$ cat src/rtl/fp_operand_loader.sv
// fp_operand_loader: byte-stream writer for the FP adder operand RAM.
// Optional 9th checksum byte per entry: define CHECKSUM_EN.
module fp_operand_loader #(
    parameter int NUM    = 10,
    parameter int ADDR_W = 4,
    parameter int DATA_W = 32
) (
    input  logic              clk,
    input  logic              rst,
    input  logic              start,
    input  logic [7:0]        byte_in,
    input  logic              byte_valid,
    output logic              byte_ready,
    output logic              mem_we,
    output logic [ADDR_W-1:0] mem_addr,
    output logic [DATA_W-1:0] mem_wdata_a,
    output logic [DATA_W-1:0] mem_wdata_b,
    output logic              busy,
    output logic              done,
    output logic              err,
    output logic [ADDR_W-1:0] count
);

    typedef enum logic [2:0] {
        S_IDLE,
        S_RECV,
        S_CHK,
        S_WRITE,
        S_DONE
    } state_t;

    localparam logic [ADDR_W-1:0] LAST = ADDR_W'(NUM - 1);
    localparam int SH_W = 2 * DATA_W;

    state_t          state;
    state_t          nstate;
    logic            armed;
    logic [2:0]      bcnt;
    logic [SH_W-1:0] sh;
    logic [SH_W-1:0] sh_nx;
    logic            go;

    // start is ignored on the first edge after reset release
    assign go    = start && armed;
    assign sh_nx = {sh[SH_W-9:0], byte_in};

`ifdef CHECKSUM_EN
    logic       ck_ok;
    logic [7:0] ck_x;

    // XOR of the eight buffered data bytes against the incoming byte
    always_comb begin
        ck_x = 8'h00;
        for (int i = 0; i < SH_W / 8; i++) begin
            ck_x = ck_x ^ sh[8*i +: 8];
        end
        ck_ok = (ck_x == byte_in);
    end
`endif

    // state register
    always_ff @(posedge clk or negedge rst) begin
        if (!rst) begin
            state <= S_IDLE;
        end else begin
            state <= nstate;
        end
    end

    // next state and handshake/status outputs
    always_comb begin
        nstate     = state;
        byte_ready = 1'b0;
        mem_we     = 1'b0;
        busy       = 1'b0;
        done       = 1'b0;
        unique case (state)
            S_IDLE: begin
                if (go) nstate = S_RECV;
            end
            S_RECV: begin
                byte_ready = 1'b1;
                busy       = 1'b1;
                if (byte_valid && bcnt == 3'd7) begin
`ifdef CHECKSUM_EN
                    nstate = S_CHK;
`else
                    nstate = S_WRITE;
`endif
                end
            end
`ifdef CHECKSUM_EN
            S_CHK: begin
                byte_ready = 1'b1;
                busy       = 1'b1;
                if (byte_valid) begin
                    nstate = ck_ok ? S_WRITE : S_RECV;
                end
            end
`endif
            S_WRITE: begin
                mem_we = 1'b1;
                busy   = 1'b1;
                nstate = (count == LAST) ? S_DONE : S_RECV;
            end
            S_DONE: begin
                done = 1'b1;
                if (go) nstate = S_RECV;
            end
            default: nstate = S_IDLE;
        endcase
    end

    // byte assembly, write-port registers and entry counter
    always_ff @(posedge clk or negedge rst) begin
        if (!rst) begin
            armed       <= 1'b0;
            bcnt        <= 3'd0;
            sh          <= '0;
            count       <= '0;
            mem_addr    <= '0;
            mem_wdata_a <= '0;
            mem_wdata_b <= '0;
        end else begin
            armed <= 1'b1;
            unique case (state)
                S_IDLE, S_DONE: begin
                    if (go) begin
                        count <= '0;
                        bcnt  <= 3'd0;
                        sh    <= '0;
                    end
                end
                S_RECV: begin
                    if (byte_valid) begin
                        sh   <= sh_nx;
                        bcnt <= bcnt + 3'd1;
`ifndef CHECKSUM_EN
                        if (bcnt == 3'd7) begin
                            mem_wdata_a <= sh_nx[SH_W-1:DATA_W];
                            mem_wdata_b <= sh_nx[DATA_W-1:0];
                            mem_addr    <= count;
                        end
`endif
                    end
                end
`ifdef CHECKSUM_EN
                S_CHK: begin
                    if (byte_valid) begin
                        bcnt <= 3'd0;
                        if (ck_ok) begin
                            mem_wdata_a <= sh[SH_W-1:DATA_W];
                            mem_wdata_b <= sh[DATA_W-1:0];
                            mem_addr    <= count;
                        end
                    end
                end
`endif
                S_WRITE: begin
                    count <= count + ADDR_W'(1);
                    bcnt  <= 3'd0;
                end
                default: ;
            endcase
        end
    end

`ifdef CHECKSUM_EN
    logic err_q;

    // sticky checksum error, cleared only by a new session
    always_ff @(posedge clk or negedge rst) begin
        if (!rst) begin
            err_q <= 1'b0;
        end else if ((state == S_IDLE || state == S_DONE) && go) begin
            err_q <= 1'b0;
        end else if (state == S_CHK && byte_valid && !ck_ok) begin
            err_q <= 1'b1;
        end
    end

    assign err = err_q;
`else
    assign err = 1'b0;
`endif

endmodule
$ cat config.mk
export PLATFORM = sky130hd
export DESIGN_NAME = fp_operand_loader
export DESIGN_NICKNAME = d
export VERILOG_FILES = /design/src/rtl/fp_operand_loader.sv
export SDC_FILE = /design/constraint.sdc
export NUM_CORES = 1
export LEC_CHECK = 0
export ABC_AREA = 0
export CORE_AREA = 2 2 161 84
export DETAILED_ROUTE_END_ITERATION = 8
export DIE_AREA = 0 0 163 86
export PLACE_DENSITY = 0.68
export SLEW_MARGIN = 20
export SYNTH_ARGS = -nofsm -noshare
export SYNTH_HDL_FRONTEND = slang
export SYNTH_SLANG_ARGS = --single-unit
$ cat constraint.sdc
create_clock -name clk -period 5.4 [get_ports clk]
set_input_delay 0.81 -clock clk [delete_from_list [all_inputs] [get_ports clk]]
set_output_delay 0.81 -clock clk [all_outputs]
set_load 0.01 [all_outputs]
; Word level (Yosys, flattened, before mapping)
; Cells that the tools add are included.
[op_classes]
addsub = 2
eq_ne = 8
n_mux = 16
reduce_logical = 13
[op_table]
columns = operator, n
row1 = 56-bit 2-to-1 mux, 2
row2 = 56-bit case mux with 2 select lines, 1
row3 = 3-bit case mux with 3 select lines, 2
row4 = 3-bit 2-to-1 mux, 5
row5 = 3-bit AND reduction, 3
row6 = 4-bit case mux with 2 select lines, 1
row7 = "3-bit equality test, second input constant", 2
row8 = "4-bit by 1-bit adder with 4-bit output, second input constant", 1
row9 = "4-bit equality test, second input constant", 1
row10 = 1-bit 2-to-1 mux, 4
row11 = 4-bit 2-to-1 mux, 1
row12 = "2-bit != test, second input constant", 2
row13 = 2-bit AND reduction, 2
row14 = 2-bit nonzero test, 2
row15 = 2-bit OR reduction, 2
row16 = "3-bit by 1-bit adder with 3-bit output, second input constant", 1
row17 = "3-bit by 1-bit equality test with 1-bit output, second input constant", 1
row18 = "3-bit by 2-bit equality test with 1-bit output, second input constant", 1
row19 = 3-bit zero test, 1
row20 = 3-bit nonzero test, 1
row21 = 1-bit logical AND, 2
row22 = "2-bit by 1-bit != test with 1-bit output, second input constant", 1
[word_totals]
regBits = 135
input_bits = 12
output_inout_bits = 77
word_cells = 47

; Depth between registers and ports, before layout
[logic_depth]
depth_word = 4
depth_mapped = 7

; Worst setup path before layout
; No wires, ideal clock.
[synth_path]
kind = input to register
from = input byte_valid
to = register mem_wdata_b[10]
setup_ns = 0.128
arrival_time_ns = 1.861
t_required_ns = 5.272
setup_slack_ns = 3.412
stages = 5
path_buffers = 2
cell_sequence = inv_2 > nor4_4 > buf_4 > buf_4 > mux2_1
[synth_between]
elab_chain_cells = 1
[synth_rtl]
columns = item, line
row1 = from (decl), 12  ; input logic byte_valid,
row2 = 3-bit AND reduction (no line), n/a
row3 = to (signal assigned), 141  ; mem_wdata_b <= sh_nx[DATA_W-1:0];
row4 = to (decl), 17  ; output logic [DATA_W-1:0] mem_wdata_b,
; Every way passes these cells.
; A chain may end at the register's enable or synchronous reset.

; Worst setup path after layout
[layout_path]
from = register state[1]
to = output mem_we
[layout_between]
elab_chain_cells = 2
[layout_rtl]
columns = item, line
row1 = from (decl), 35  ; state_t state;
row2 = from (signal assigned), 66  ; state <= nstate;
row3 = 3-bit by 2-bit equality test with 1-bit output, 77  ; unique case (state)
row4 = 1-bit 2-to-1 mux, 77
row5 = to (decl), 14  ; output logic mem_we,
; Every way passes these cells.

==> impl_metrics.csv <==
group,metric,value,unit
outcome,status,"finished clean",
global_routing,grt_max_degree,87,
logic_synthesis,yosys_warnings,0,
die,start_util,44.4,%
die,rows,29,
die,ios,89,
run,maxCapViolations,0,
worst_setup_path,crit_cells,3,
worst_setup_path,required,4.59,ns
clock_tree,cts.sinks,135,
worst_setup_path,path_cells,"nand3b_1 -> inv_1 -> clkdlybuf4s50_1",
clock_tree,cts_buffers,17,
clock_tree,clk_path_buf_depth,2,
global_routing,overflow,0,
finish,multi_input_area,1830,um2
worst_setup_path,cp-end-kind,"output port",
place,portBuffers,87,
timing,skew,0.00887,ns
clock_tree,clk_pin_slew,0.05,ns
detailed_routing,remaining_drc_errors,0,
power,power_density,572,nW/um2
timing,rsz0062_at_grt,"false",
detailed_routing,dr.pass1.iters,4,
place,place_area,6560,um2
detailed_routing,wire_per_inst,14.5,um
logic_synthesis,syn_area_per_cell,12.7,um2
place,dp_hpwl,6580,um
finish,instances_no_fill,710,
detailed_routing,top_layer,"met4",
finish,final_nets,543,
worst_setup_path,r2r_cells,4,
logic_synthesis,yosysTopAreaCellShare,60.8,%
worst_setup_path,cp_num_buf_inv,2,
timing,maxSlewHeadroom,35.1,%
logic_synthesis,synthCells,439,
worst_setup_path,cp_top_family,"buffers and inverters",
detailed_routing,drtIter0Drc,163,
die,die_area,14000,um2
detailed_routing,met3_length,339,um
timing,final-setup-viol-count,0,
die,die_w,163,um
global_routing,grt_pass1_vias,3446,
worst_setup_path,path_class,"reg2out",
die,die_h,86,um
worst_setup_path,slowest_delay,0.57,ns
global_routing,grt_antenna_before_repair,0,
finish,seqCellArea,3380,um2
worst_setup_path,startpoint_type,"register",
clock_tree,hold_buffers,0,
place,place_ws,2.45,ns
logic_synthesis,syn_nets,455,
logic_synthesis,yosysTopAreaCell,"dfrtp_1",
detailed_routing,ant_nets,0,
die,coreArea,12500,um2
power,vdd_ir_drop_max,0.000255,V
detailed_routing,routed_wl,10300,um
worst_setup_path,cp.arrival,1.93,ns
detailed_routing,vias,3308,
clock_tree,cts-resized-gates,0,
timing,setup_slack,2.66,ns
finish,fillers,1041,
timing,fin_setup_tns,0,ns
power,leakage,3.50,nW
global_routing,grt_pass1_wl,17600,um
logic_synthesis,synth.area.top_cells,"dfrtp_1, mux2_2, mux2i_1, nand2_1, inv_1",
finish,layout-drive-gt1-share,18.5,%
logic_synthesis,synth_seq_cells,135,
timing,finalHoldViolCount,0,
detailed_routing,viasPerCell,4.66,
detailed_routing,dr_wl_met2,4630,um
timing,period_share,50.7,%
worst_setup_path,cp_max_fo,12,
logic_synthesis,synth.yosys.seq_area_share,60.8,%
clock_tree,cts-root-buf,"clkbuf_16",
timing,tightestPinTransition,0.973,ns
place,gp_congestion,0.733,
logic_synthesis,post_synth_num_cell_types,27,
place,placedCellCount,678,
clock_tree,clk_latency,0.41,ns
worst_setup_path,crit_slowest_cell,"dfrtp_1",
timing,final_max_slew_viol_count,0,
hold_path,hp-class,"in2async",
detailed_routing,wl_met1,5250,um
finish,syn_to_final_growth,28.0,%
finish,antennaDiodeCount,0,
clock_tree,cts_tree,"built",
timing,fin_crit,2.74,ns
global_routing,grt_usage,16.2,%
finish,final_area,7110,um2
clock_tree,post_cts.repair.setup_buffers,0,
logic_synthesis,syn_area,5560,um2
timing,fmax,366,MHz
clock_tree,htree_num_levels,4,
==> final timing paths <==
kind | start | endpoint | slack [ns]
setup / recovery | state[1]$_DFFE_PN0P_ | mem_we | 2.66
hold / removal | rst | mem_wdata_b[10]$_DFFE_PN0P_ | 0.47
setup reg to reg | state[1]$_DFFE_PN0P_ | sh[23]$_DFFE_PN0P_ | 3.01
hold reg to reg | mem_wdata_b[14]$_DFFE_PN0P_ | mem_wdata_b[14]$_DFFE_PN0P_ | 0.49
max in group asynchronous | rst | bcnt[2]$_DFFE_PN0P_ | 3.78
min in group clk | mem_wdata_b[14]$_DFFE_PN0P_ | mem_wdata_b[14]$_DFFE_PN0P_ | 0.49
==> placed cells by master, fill, tap and decap left out, types with 5 or more instances in the layout <==
master,synthesis,routed
dfrtp_1,135,135
clkdlybuf4s50_1,0,86
nand2_1,62,62
inv_1,60,60
mux2_2,59,59
mux2i_1,58,58
clkbuf_16,0,17
mux2_1,9,9
clkinvlp_4,0,6
nand3_1,5,5
o21ai_0,5,5
buf_4,8,5
==> synthesized netlist by cell type <==
cell,instances
a21boi_0,1
a21oi_1,1
buf_2,12
buf_4,8
clkbuf_1,3
conb_1,2
dfrtp_1,135
ha_1,4
inv_1,60
inv_2,1
mux2_1,9
mux2_2,59
mux2i_1,58
nand2_1,62
nand2b_1,1
nand3_1,5
nand3b_1,2
nand4_1,1
nand4b_1,1
nand4bb_1,1
nor2_1,1
nor3b_1,2
nor4_4,1
o211ai_1,2
o21ai_0,5
o311ai_0,1
o31a_1,1
==> power by group <==
part           total [W]  internal [W]  leakage [nW]  switching (W)
combinational    0.00133      0.000725          1.48       0.000604
sequential       0.00166       0.00140          1.76       0.000266
clock            0.00108      0.000635         0.255       0.000441
==> routing by layer <==
metal	up-vias	global-route usage [%]
met4	0	6.28
li1	1612	-
met1	1629	22.6
met2	58	24.7
met5	-	0
met3	9	4.06
==> layout make-up <==
cell class / count / share of cell area, %
Inverter: 61 / 3.22
Clock buffer: 18 / 6.03
Multi-Input combinational cell: 220 / 25.7
Timing Repair Buffer: 92 / 12.8
Clock inverter: 14 / 1.81
Tap cell: 170 / 2.99
Sequential cell: 135 / 47.5
==> sequential cells by signal, indices dropped and copies added (netlist names) <==
signal,cells
mem_wdata_b,32
armed,1
mem_wdata_a,32
bcnt,3
mem_addr,4
state,3
sh,56
count,4
==> per-stage QoR <==
step           power, W  utilization, %  hold WS, ns
6_report        0.00407            56.8        0.466
5_1_grt         0.00434            56.8        0.508
4_1_cts         0.00413            56.8        0.491
3_5_place_dp    0.00303            52.4        0.476
3_3_place_gp    0.00298            52.4        0.469
2_1_floorplan   0.00241               -        0.479
==> cell families (layout without fill, tap and decap cells) <==
family / Yosys count / count (layout) / share of synthesized area [%]
other: 2 / 2 / 0.135
muxes: 126 / 126 / 24.2
buffers and inverters: 84 / 185 / 6.48
and+or+nand+nor: 77 / 77 / 6.21
DFF: 135 / 135 / 60.8
AOI/OAI and AO/OA: 11 / 11 / 1.26
adders and majority gates: 4 / 4 / 0.901
==> worst register-to-register path, delay by kind of cell (launching register included) <==
family | cells | cell delay (ns)
simple gates | 1 | 0.42
buf+inv | 1 | 0.71
mux | 1 | 0.38
compound gates | 1 | 0.22
flops | 1 | 0.57
(Power assumes the default switching activity.)
